### config.mk
export PLATFORM = sky130hd
export DESIGN_NAME = keypad_scan_fifo
export DESIGN_NICKNAME = d
export VERILOG_FILES = /design/src/rtl/keypad_scan_fifo.sv
export SDC_FILE = /design/constraint.sdc
export NUM_CORES = 1
export LEC_CHECK = 0
export CORE_AREA = 3 3 143 145
export DETAILED_ROUTE_END_ITERATION = 16
export DIE_AREA = 0 0 146 148
export PLACE_DENSITY = 0.47
export SKIP_CTS_REPAIR_TIMING = 1
export SYNTH_ARGS = -nofsm -noshare
export SYNTH_HDL_FRONTEND = slang
export SYNTH_SLANG_ARGS = --single-unit
export TNS_END_PERCENT = 20
### constraint.sdc
create_clock -name clk -period 4.5 [get_ports clk]
set_input_delay 1.125 -clock clk [delete_from_list [all_inputs] [get_ports clk]]
set_output_delay 1.125 -clock clk [all_outputs]
set_load 0.01 [all_outputs]
### src/rtl/keypad_scan_fifo.sv
// Matrix keypad scanner: one-hot row strobe, 2-flop column synchroniser,
// per-key debounce, press events queued in a first-word-fall-through FIFO.
module keypad_scan_fifo #(
    parameter int ROWS       = 4,
    parameter int COLS       = 4,
    parameter int SCAN_DIV   = 1000,
    parameter int DEBOUNCE   = 4,
    parameter int FIFO_DEPTH = 4
) (
    input  logic                          clk,
    input  logic                          RST,
    input  logic [COLS-1:0]               col,
    output logic [ROWS-1:0]               row,
    output logic [ROWS*COLS-1:0]          key_state,
    output logic                          key_valid,
    output logic [$clog2(ROWS*COLS)-1:0]  key_code,
    input  logic                          key_rd,
    output logic                          irq,
    output logic                          overflow,
    input  logic                          ovf_clr
);
    localparam int NK   = ROWS * COLS;
    localparam int KW   = $clog2(NK);
    localparam int RW   = $clog2(ROWS);
    localparam int CW   = (COLS > 1) ? $clog2(COLS) : 1;
    localparam int CNTW = $clog2(SCAN_DIV);
    localparam int DBW  = $clog2(DEBOUNCE + 1);
    localparam int AW   = $clog2(FIFO_DEPTH);
    localparam int FCW  = AW + 1;

    logic [COLS-1:0]          col_s1_q, col_s2_q;
    logic [CNTW-1:0]          cnt_q, cnt_d;
    logic [RW-1:0]            r_q, r_d;
    logic [ROWS-1:0]          row_q, row_d;
    logic [NK-1:0]            key_state_q;
    logic [NK-1:0][DBW-1:0]   db_q;
    logic [KW-1:0]            mem_q [FIFO_DEPTH];
    logic [AW-1:0]            wp_q, rp_q;
    logic [FCW-1:0]           fcnt_q;
    logic                     ovf_q;

    logic                     ev, smp, cur, flip, push, pop, full, do_push, ovf_evt;
    logic [CW-1:0]            c_idx;
    logic [KW-1:0]            k_idx;
    logic [DBW-1:0]           dbc;

    // Two-flop synchroniser for the asynchronous column inputs
    always_ff @(posedge clk or posedge RST) begin
        if (RST) begin
            col_s1_q <= '0;
            col_s2_q <= '0;
        end else begin
            col_s1_q <= col;
            col_s2_q <= col_s1_q;
        end
    end

    // Dwell counter and row advance; row strobe is registered with the index
    always_comb begin
        cnt_d = cnt_q + CNTW'(1);
        r_d   = r_q;
        if (cnt_q == CNTW'(SCAN_DIV - 1)) begin
            cnt_d = '0;
            r_d   = (r_q == RW'(ROWS - 1)) ? '0 : r_q + RW'(1);
        end
        row_d = ROWS'(1) << r_d;
    end

    // Scan state register
    always_ff @(posedge clk or posedge RST) begin
        if (RST) begin
            cnt_q <= '0;
            r_q   <= '0;
            row_q <= ROWS'(1);
        end else begin
            cnt_q <= cnt_d;
            r_q   <= r_d;
            row_q <= row_d;
        end
    end

    // Pick the single key evaluated this clock (last COLS counts of a dwell)
    // and decide whether its stable state flips
    always_comb begin
        ev    = (cnt_q >= CNTW'(SCAN_DIV - COLS));
        c_idx = ev ? CW'(cnt_q - CNTW'(SCAN_DIV - COLS)) : '0;
        k_idx = KW'(32'(r_q) * COLS + 32'(c_idx));
        smp   = col_s2_q[c_idx];
        cur   = key_state_q[k_idx];
        dbc   = db_q[k_idx];
        flip  = ev && (smp != cur) && (dbc == DBW'(DEBOUNCE - 1));
        push  = flip && smp;
    end

    // Per-key debounce: count consecutive disagreeing visits, flip at DEBOUNCE
    always_ff @(posedge clk or posedge RST) begin
        if (RST) begin
            key_state_q <= '0;
            db_q        <= '0;
        end else if (ev) begin
            if (smp == cur) begin
                db_q[k_idx] <= '0;
            end else if (flip) begin
                db_q[k_idx]        <= '0;
                key_state_q[k_idx] <= smp;
            end else begin
                db_q[k_idx] <= dbc + DBW'(1);
            end
        end
    end

    // FIFO control: a pop frees a slot so a push into a full queue still lands
    always_comb begin
        pop     = key_rd && (fcnt_q != '0);
        full    = (fcnt_q == FCW'(FIFO_DEPTH));
        do_push = push && (!full || pop);
        ovf_evt = push && full && !pop;
    end

    // FIFO storage and pointers (storage needs no reset; output is gated)
    always_ff @(posedge clk) begin
        if (do_push) mem_q[wp_q] <= k_idx;
    end

    // FIFO pointers, occupancy and sticky overflow (set beats clear)
    always_ff @(posedge clk or posedge RST) begin
        if (RST) begin
            wp_q   <= '0;
            rp_q   <= '0;
            fcnt_q <= '0;
            ovf_q  <= 1'b0;
        end else begin
            if (do_push) wp_q <= wp_q + AW'(1);
            if (pop)     rp_q <= rp_q + AW'(1);
            fcnt_q <= fcnt_q + FCW'(do_push) - FCW'(pop);
            if (ovf_evt)      ovf_q <= 1'b1;
            else if (ovf_clr) ovf_q <= 1'b0;
        end
    end

    assign row       = row_q;
    assign key_state = key_state_q;
    assign key_valid = (fcnt_q != '0);
    assign key_code  = key_valid ? mem_q[rp_q] : '0;
    assign irq       = key_valid;
    assign overflow  = ovf_q;
endmodule

==> metrics <==
boundary pin count=35; largest net degree at the start of global routing=between 80 and 90; count of cell types in the netlist=58; gp weighted congestion=0.898; Synth top cells by count=dfrtp_1 (95), nand2_1 (84), o31ai_2 (39), nor2_1 (30), o21ai_0 (21); input/output buffers=34; Max Cap Viol=0; Die Wd=146 um; GRT overflow=0; status=finished, final reports clean; total power=0.00191 W; Max Fanout on Critical Path=12; top cell type's share of synthesized area=41.0%; CP required=4.77 ns; dpl cells=818; Clk Latency, worst-skew pair=0.35 ns; Hold Path Class=reg2reg; worst-case clock buffer depth=2; Post-synth EDFFs=16; DR DRC count=0; Synth Cell Area=5790 sq um; initial antenna violation count=0; transition time of the tightest slew-check pin=1.04 ns; R2R setup slack=0.43 ns; clock transition at the registers of the reported paths=0.07 ns; Mapped Avg Cell Area=~11 sq um; count of pins over their slew limit=0; clk root buf=clkbuf_16; Worst VDD drop=132 uV; Final HPWL DP=between 10000 and 15000 um; setup TNS=0 ns; 1st-iter DRT viols=342; Die Y=around 150 um; row cnt=51; Fin Clk Skew=between 0.01 and 0.015 ns; initial core utilization=around 30%; Post-Syn Instances=533; via count=approximately 4200; most common cell in the netlist=dfrtp_1; vias in the first global route=4109; # nets final=587; FF+latch count, synth=around 110; Synth area leader=dfrtp_1; Ant. Diodes=0; Die ar.=21600 sq um; Main synth FF type=dfrtp_1; routed length per instance=18.3 um; crit share post-route=between 90% and 100%; ANT nets after route=0; global-route wire length before repair=24200 um; final setup fails=0; final std cells w/o fill=833; Syn-to-layout area delta=17.0%; final hold slack=roughly 0.35 ns; P per Cell Area=281 nW/um^2; 1st-pass router iterations=5; fmax=246 MHz; clk sinks=112; Net Count, Synth=556; Yosys warning total=0; synth top area cells=dfrtp_1 (41%), o31ai_2 (8.4%), edfxtp_1 (8.3%); core area=19300 sq um; Crit. End Element=register; critical path data arrival time=4.34 ns; Total Routing Usage GR=14.3%; Detailed Route WL=15300 um; final hold vios=0; critical path launch point type=register; share of cells above drive strength 1=18.5%; Num CTS Buffers=9; CTS HTree Levels=3; Static Leak=~2.8 nW; Tmin final=4.07 ns; relative slew slack=30.4%; RSZ-0062 raised after global routing=false; CTS tree=done; Setup CP Type=reg2reg; register area share after synthesis=49.8%; asr flop ratio synth=between 80% and 90%; vias per cell=5.03
[worst max-delay path, cell delays in order, from the launching register on]
cell and delay [ns]:
dfrtp_1 0.49, or3_4 0.47, nand3_4 0.17, or3_1 0.14, o221ai_1 0.10, a211oi_1 0.26
a311o_1 0.15, ha_1 0.15, ha_1 0.17, nand4_1 0.15, nor2_4 0.21, and3_2 0.28
inv_1 0.06, ha_1 0.26, inv_1 0.06, ha_1 0.14, inv_1 0.05, fa_1 0.37
xnor2_1 0.18, xnor2_1 0.14
[area by class of cell]
cell class	count	area [sq um]
inverter	18	70.1
multi-input combinational	367	2660
fill	1951	12600
timing repair buffer	56	518
sequential	112	2880
tap	265	332
clock inverter	4	48.8
clock buffer	11	264
[layer usage]
layer / global-route usage, % / up-vias / routed length [um]
li1: - / 2002 / -
met2: 23.5 / 101 / 7360
met1: 19.1 / 2067 / 6930
met4: 5.22 / 0 / 320
met3: 2.45 / 21 / 650
met5: 0 / - / 0
[cells in the final DEF (no fill, tap or decap), types with 5 or more instances in the layout]
| cell type | netlist | layout |
|---|---|---|
| clkdlybuf4s50_1 | 0 | 34 |
| o21ai_0 | 21 | 21 |
| and2_1 | 11 | 11 |
| mux2i_1 | 11 | 11 |
| a31oi_1 | 11 | 11 |
| xnor2_1 | 8 | 8 |
| nand2_1 | 84 | 84 |
| nor2_1 | 30 | 29 |
| o22ai_1 | 10 | 10 |
| o31ai_1 | 13 | 13 |
| buf_4 | 2 | 21 |
| mux2_2 | 5 | 5 |
| clkbuf_16 | 0 | 10 |
| o221ai_1 | 6 | 6 |
| edfxtp_1 | 16 | 16 |
| a21oi_1 | 15 | 15 |
| dfrtp_1 | 95 | 95 |
| nor3_1 | 8 | 7 |
| inv_1 | 17 | 16 |
| o31ai_2 | 39 | 39 |
| ha_1 | 14 | 14 |
| or3_1 | 8 | 7 |
| nand3_1 | 18 | 18 |
[registers in the layout, summed over array words and instances (netlist names)]
register / cells
cnt_q: 10
col_s1_q: 4
col_s2_q: 4
db_q: 48
fcnt_q: 3
key_state: 16
mem_q: 16
overflow: 1
r_q: 2
row: 4
rp_q: 2
wp_q: 2
[logic make-up after synthesis]
family,after synthesis,synth area share (%)
buffers and inverters,54,4.75
AND/OR/NAND/NOR,176,13.9
AO/OA/AOI/OAI,141,21.0
flip-flops,112,49.8
XOR/XNOR,13,2.29
adder cells (fa/ha/maj),15,3.37
multiplexers,22,4.88
[metrics by stage]
| stage | setup slack, ns | util, % | instance area, sq um |
|---|---|---|---|
| 2_1_floorplan | 0.394 | - | 5790 |
| 4_1_cts | 0.229 | 34.9 | 6750 |
| 5_1_grt | 0.0500 | 35.0 | 6780 |
| 6_report | 0.429 | 35.0 | 6780 |
| 3_3_place_gp | 0.372 | 33.3 | 6440 |
| 3_5_place_dp | 0.261 | 33.3 | 6440 |
[report_power, final]
part	leakage [nW]	internal [W]	switching [W]
combinational	1.14	0.0000105	0.0000356
sequential	1.49	0.00103	0.00000111
clock	0.157	0.000478	0.000355
total	2.78	0.00152	0.000392
[worst paths after layout]
path | from | end | depth (start not counted)
worst max register to register | cnt_q[3] | fcnt_q[2] | 19
worst max-delay path | cnt_q[3] | fcnt_q[2] | 19
max in group asynchronous | RST | db_q[10] | 3
worst min-delay path | col_s1_q[0] | col_s2_q[0] | 0
worst min register to register | col_s1_q[0] | col_s2_q[0] | 0
min in group asynchronous | RST | db_q[47] | 2
Note: power is estimated with default switching activity, not from simulation.
==> RTL edit 1, RTL diff (same flow settings) <==
Put a register stage on the outputs `key_code` and `irq`, cleared by the reset. The values now appear one clock later. The other outputs are not delayed to match.
--- a/src/rtl/keypad_scan_fifo.sv
+++ b/src/rtl/keypad_scan_fifo.sv
@@ -142,6 +142,13 @@
     assign key_state = key_state_q;
     assign key_valid = (fcnt_q != '0);
-    assign key_code  = key_valid ? mem_q[rp_q] : '0;
-    assign irq       = key_valid;
+    always_ff @(posedge clk or posedge RST) begin
+        if (RST) begin
+            key_code <= '0;
+            irq      <= '0;
+        end else begin
+            key_code <= key_valid ? mem_q[rp_q] : '0;
+            irq      <= key_valid;
+        end
+    end
     assign overflow  = ovf_q;
 endmodule
Check against the original RTL: same outputs for any inputs over 10 cycles, from zero or initial values and one cycle with RST high; that may be too few to reach the edited logic, so the function may still have changed.
==> RTL edit 1 against the unedited design <==
- setup slack got worse by 0.072 ns
- global-route usage grew 0.74 points
- wire length grew 2.5%
- synthesized cell count up 1.1%
- sequential cell count increased by 5
- maximum frequency fell by 1.7%
- critical path depth is 2 higher
- worst hold slack improved by 0.0023 ns
- cell area rose by 2.5%
- synthesized area shrank 1.7%
- count of clock-buffer cells in the layout up 12
- critical path type unchanged
- critical endpoint unchanged
- largest cell class unchanged
Power is not compared: it rests on default switching activity, and its combinational part moved more than twofold at a synthesized area within 25%.
==> RTL edit 1: results (changes against the unedited design) <==
Logic synthesis
  – Synth Area in XOR/XNOR: 2.330% (was 2.290%)
  – Seq/Total Area, Yosys: 52.87% (was 49.79%)
  – Post-synthesis adder-cell area fraction: 3.429% (was 3.370%)
  – Syn nets: 562 (was 556)
  – Ys async rst share: 86.32% (was 85.71%)
  – Most common library cells after synthesis: 100 x dfrtp_1, 73 x nand2_1, 45 x o21ai_0 (was 95 x dfrtp_1, 84 x nand2_1, 39 x o31ai_2)
  – Synth Area in Compound Gates: 18.05% (was 21.00%)
  – Top cells by area, synth: dfrtp_1 44%, edfxtp_1 8.4%, nand2_1 4.8% (was dfrtp_1 41%, o31ai_2 8.4%, edfxtp_1 8.3%)
  – Synth cell types: 59 (was 58)
  – Mux cell area share after synthesis: 4.924% (was 4.882%)

Drt
  – Via count: 4294 (was 4191)
  – Avg WL per Cell: 18.25 um (was 18.33 um)
  – Iter 0 DRT Violations: 303 (was 342)

Timing
  – Max-slew headroom: 40.50% (was 30.44%)
  – Final Worst Setup Slack: 0.3578 ns (was 0.4294 ns)
  – Hold Slack: 0.3522 ns (was 0.3499 ns)

Finish
  – Nets: 603 (was 587)
  – Filler cells: 1916 (was 1951)
  – Non-Filler Instances: 857 (was 833)
  – Synth-to-Final Area Change: 21.98% (was 16.98%)

Global route
  – Pin count of the biggest net entering global routing: 62 (was 81)
  – First-pass GRT wire length: 25.12 mm (was 24.15 mm)
  – Vias in the first global route: 4396 (was 4109)

Clock network
  – CTS buffer count: 17 (was 9)
  – Worst-Skew Late Latency: 0.41 ns (was 0.35 ns)
  – CTS H-tree depth: 4 (was 3)
  – Clk slew on worst S/H paths: 0.05 ns (was 0.07 ns)

Placed design
  – Placed Cells: 824 (was 818)
  – Setup WS pre-CTS: 0.3484 ns (was 0.2611 ns)
  – Placement Cell Area: 6357 um2 (was 6436 um2)

Critical path
  – Reg2reg path depth: 21 (was 19)
  – CP arrival: 4.48 ns (was 4.34 ns)
  – Max incr delay on CP: 0.46 ns (was 0.49 ns)
  – FF-to-FF Start: cnt_q[2] (was cnt_q[3])
  – Largest delay contributor family on the critical path: adder cells (was simple AND/OR/NAND/NOR gates)
  – Critical path fanouts, max: 17 (was 12)

Run status
  – Status: completed (unchanged)
==> RTL edit 1: cell types whose count changed after synthesis, sizes merged, moves of 6 or more <==
cell    delta
buf       -10
clkbuf     +6
nand2     -10
nor2      +14
o21ai     +26
o31ai     -21
or3        -6
==> RTL edit 1: final cells by class <==
cell class                 count  share of cell area, %
clock buffer                  23                  7.190
clock inverter                 8                  1.027
inverter                      22                  1.225
multi-input combinational    368                  35.38
sequential                   117                  43.34
tap                          265                  4.776
timing repair buffer          54                  7.064
==> RTL edit 1: layer usage <==
layer | up-vias | share of wire, % | global-route usage [%]
li1 | 2013 | - | -
met1 | 2125 | 48 | 21.18
met2 | 138 | 45 | 22.82
met3 | 18 | 6.1 | 4.139
met4 | 0 | 1.3 | 4.327
met5 | - | 0 | 0
==> RTL edit 2, RTL diff (same settings) <==
Without the edit above. Change the parameter `FIFO_DEPTH` from 4 to 2.
--- a/src/rtl/keypad_scan_fifo.sv
+++ b/src/rtl/keypad_scan_fifo.sv
@@ -6,5 +6,5 @@
     parameter int SCAN_DIV   = 1000,
     parameter int DEBOUNCE   = 4,
-    parameter int FIFO_DEPTH = 4
+    parameter int FIFO_DEPTH = 2
 ) (
     input  logic                          clk,
Behaviour: no difference found for any inputs over 10 cycles, from zero or initial values and one cycle with RST high; that may be too few to reach the edited logic, so the function may still have changed.
==> RTL edit 2 against the unedited design <==
- cell area down 14%
- utilization down 5.1 points
- setup slack better by 0.21 ns
- sequential cell count down 11
- synthesized area down 16%
- wire length down 12%
- largest cell class unchanged
- highest routed layer unchanged
Power is not compared: it rests on default switching activity, and its combinational part moved more than twofold at a synthesized area within 25%.
==> RTL edit 2: results (changes against the unedited design) <==
Finish
  – Filler cells: 2034 (was 1951)
  – Largest Register: db_q (unchanged)
  – Max reg flops: 48 (unchanged)
  – Layout cells sized above 1: 11.00% (was 18.49%)
  – Nets: 522 (was 587)
  – Antenna cells: 0 (unchanged)

Placed design
  – Port bufs: 34 (unchanged)
  – Placed Cells: 758 (was 818)
  – Placement Cell Area: 5493 um2 (was 6436 um2)
  – Final GP Congestion: 0.8180 (was 0.8981)
  – Detailed Place HPWL: 9.525 mm (was 10.87 mm)

Clock network
  – Clk slew on worst S/H paths: 0.08 ns
  – Worst-Skew Late Latency: 0.37 ns (was 0.35 ns)
  – Clk root buf: clkbuf_16 (unchanged)
  – Clock Path Buffers: 2 (unchanged)
  – CTS buffer count: 9 (unchanged)

Logic synthesis
  – Most common library cells after synthesis: 92 x dfrtp_1, 82 x nand2_1, 39 x o31ai_1 (was 95 x dfrtp_1, 84 x nand2_1, 39 x o31ai_2)
  – Ys async rst share: 92.08% (was 85.71%)
  – Synth cell types: 51 (was 58)
  – YS warnings: 0 (unchanged)
  – Top cells by area, synth: dfrtp_1 47%, nand2_1 6.3%, o31ai_1 6.0% (was dfrtp_1 41%, o31ai_2 8.4%, edfxtp_1 8.3%)
  – Seq/Total Area, Yosys: 52.68% (was 49.79%)
  – Post-synth EDFFs: 8 (was 16)
  – Syn nets: 495 (was 556)
  – Syn Area/Cell: 10.22 um2 (was 10.87 um2)

Global route
  – Initial antenna violation count: 0 (unchanged)
  – First-pass GRT wire length: 21.87 mm (was 24.15 mm)
  – Pin count of the biggest net entering global routing: 45 (was 81)
  – Vias in the first global route: 3813 (was 4109)
  – Global-route usage over all layers: 13.03% (was 14.30%)

Drt
  – Avg WL per Cell: 17.38 um (was 18.33 um)
  – Iter 0 DRT Violations: 260 (was 342)
  – WL final: 13.45 mm (was 15.27 mm)
  – Initial DRT Pass Iterations: 5 (unchanged)
  – DR vias/cell: 4.857 (was 5.031)

Run status
  – Status: completed (unchanged)

Critical path
  – CP arrival: 4.16 ns (was 4.34 ns)
  – Reg-to-Reg End: fcnt_q[1] (was fcnt_q[2])
  – Worst reg2reg setup slack: 0.64 ns (was 0.43 ns)
  – Critical path fanouts, max: 12 (unchanged)
  – FF-to-FF Start: cnt_q[3] (unchanged)
  – Reg2reg path depth: 17 (was 19)

Power
  – Maximum vdd ir drop: 0.1628 mV
  – Leakage Power: 2.343 nW

Hold path
  – Hold EP: col_s2_q[1] (was col_s2_q[0])
  – Hold Crit Class: reg -> reg (unchanged)
  – Hold path startpoint: col_s1_q[1] (was col_s1_q[0])
  – WHS Path Cells: 0 (unchanged)

Timing
  – Final Hold Fails: 0 (unchanged)
  – Clock Skew: 0.01404 ns (was 0.01279 ns)
  – Tightest Pin Transition: 0.7097 ns (was 1.043 ns)
-- RTL edit 2: worst max-delay path by stage --
stage          startpoint        end  slack [ns]  cells past startpoint
2_1_floorplan    cnt_q[0]  fcnt_q[1]        0.80                     19
3_3_place_gp     cnt_q[3]  fcnt_q[1]        0.79                     17
3_5_place_dp     cnt_q[3]  fcnt_q[1]        0.65                     17
4_1_cts          cnt_q[3]  fcnt_q[1]        0.64                     17
5_1_grt          cnt_q[3]  fcnt_q[1]        0.21                     17
6_report         cnt_q[3]  fcnt_q[1]        0.64                     17
-- RTL edit 2: critical path, cell delays in order, from the launching register on --
cell      delay, ns
dfrtp_1        0.48
nor3_2         0.38
or3_1          0.45
nor2_1         0.16
nand2_1        0.10
o221ai_1       0.10
mux4_2         0.47
inv_1          0.06
ha_1           0.14
ha_1           0.18
nand2_1        0.13
nor2b_2        0.16
nand3b_1       0.16
ha_1           0.31
inv_1          0.04
ha_1           0.18
xnor2_1        0.17
xnor2_1        0.13
-- RTL edit 2: cells by family (layout without fill, tap and decap cells) --
family,count (synthesis),after routing,share of synthesized area [%]
simple gates,149,149,13.34
compound gates,147,147,21.35
flops,101,101,52.68
buf+inv,43,75,4.003
mux,18,18,4.054
fa+ha+maj,10,10,2.566
xor+xnor,9,9,2.002
-- RTL edit 2: where the power goes --
group          internal [W]  switching (W)  total (W)
Clock              0.000404       0.000374   0.000778
Combinational     0.0000529      0.0000617   0.000115
Sequential         0.000934      0.0000202   0.000955
Total               0.00139       0.000456    0.00185
-- RTL edit 2: routing by layer --
layer | routed length, um | vias up | track usage, %
met1 | 6297 | 1841 | 17.45
met4 | 419 | 0 | 6.726
met5 | 0 | - | 0
met2 | 6058 | 108 | 19.84
met3 | 679 | 23 | 2.912
li1 | - | 1787 | -
-- RTL edit 2: layout make-up --
| class | instances | area share (%) |
|---|---|---|
| Clock buffer | 10 | 4.124 |
| Clock inverter | 6 | 1.080 |
| Inverter | 13 | 0.8637 |
| Multi-Input combinational cell | 333 | 36.45 |
| Sequential cell | 101 | 44.33 |
| Tap cell | 265 | 5.722 |
| Timing Repair Buffer | 46 | 7.428 |
-- RTL edit 2: metrics by stage --
stage / hold slack, ns / total power (W) / setup WS, ns / utilization, %
floorplan: 0.3312 / 0.001054 / 0.8017 / -
global placement: 0.3371 / 0.001088 / 0.7870 / 28.41
detailed placement: 0.3365 / 0.001091 / 0.6474 / 28.41
CTS: 0.3524 / 0.001876 / 0.6396 / 29.97
global route: 0.3540 / 0.001928 / 0.2128 / 29.97
finish: 0.3504 / 0.001848 / 0.6389 / 29.97
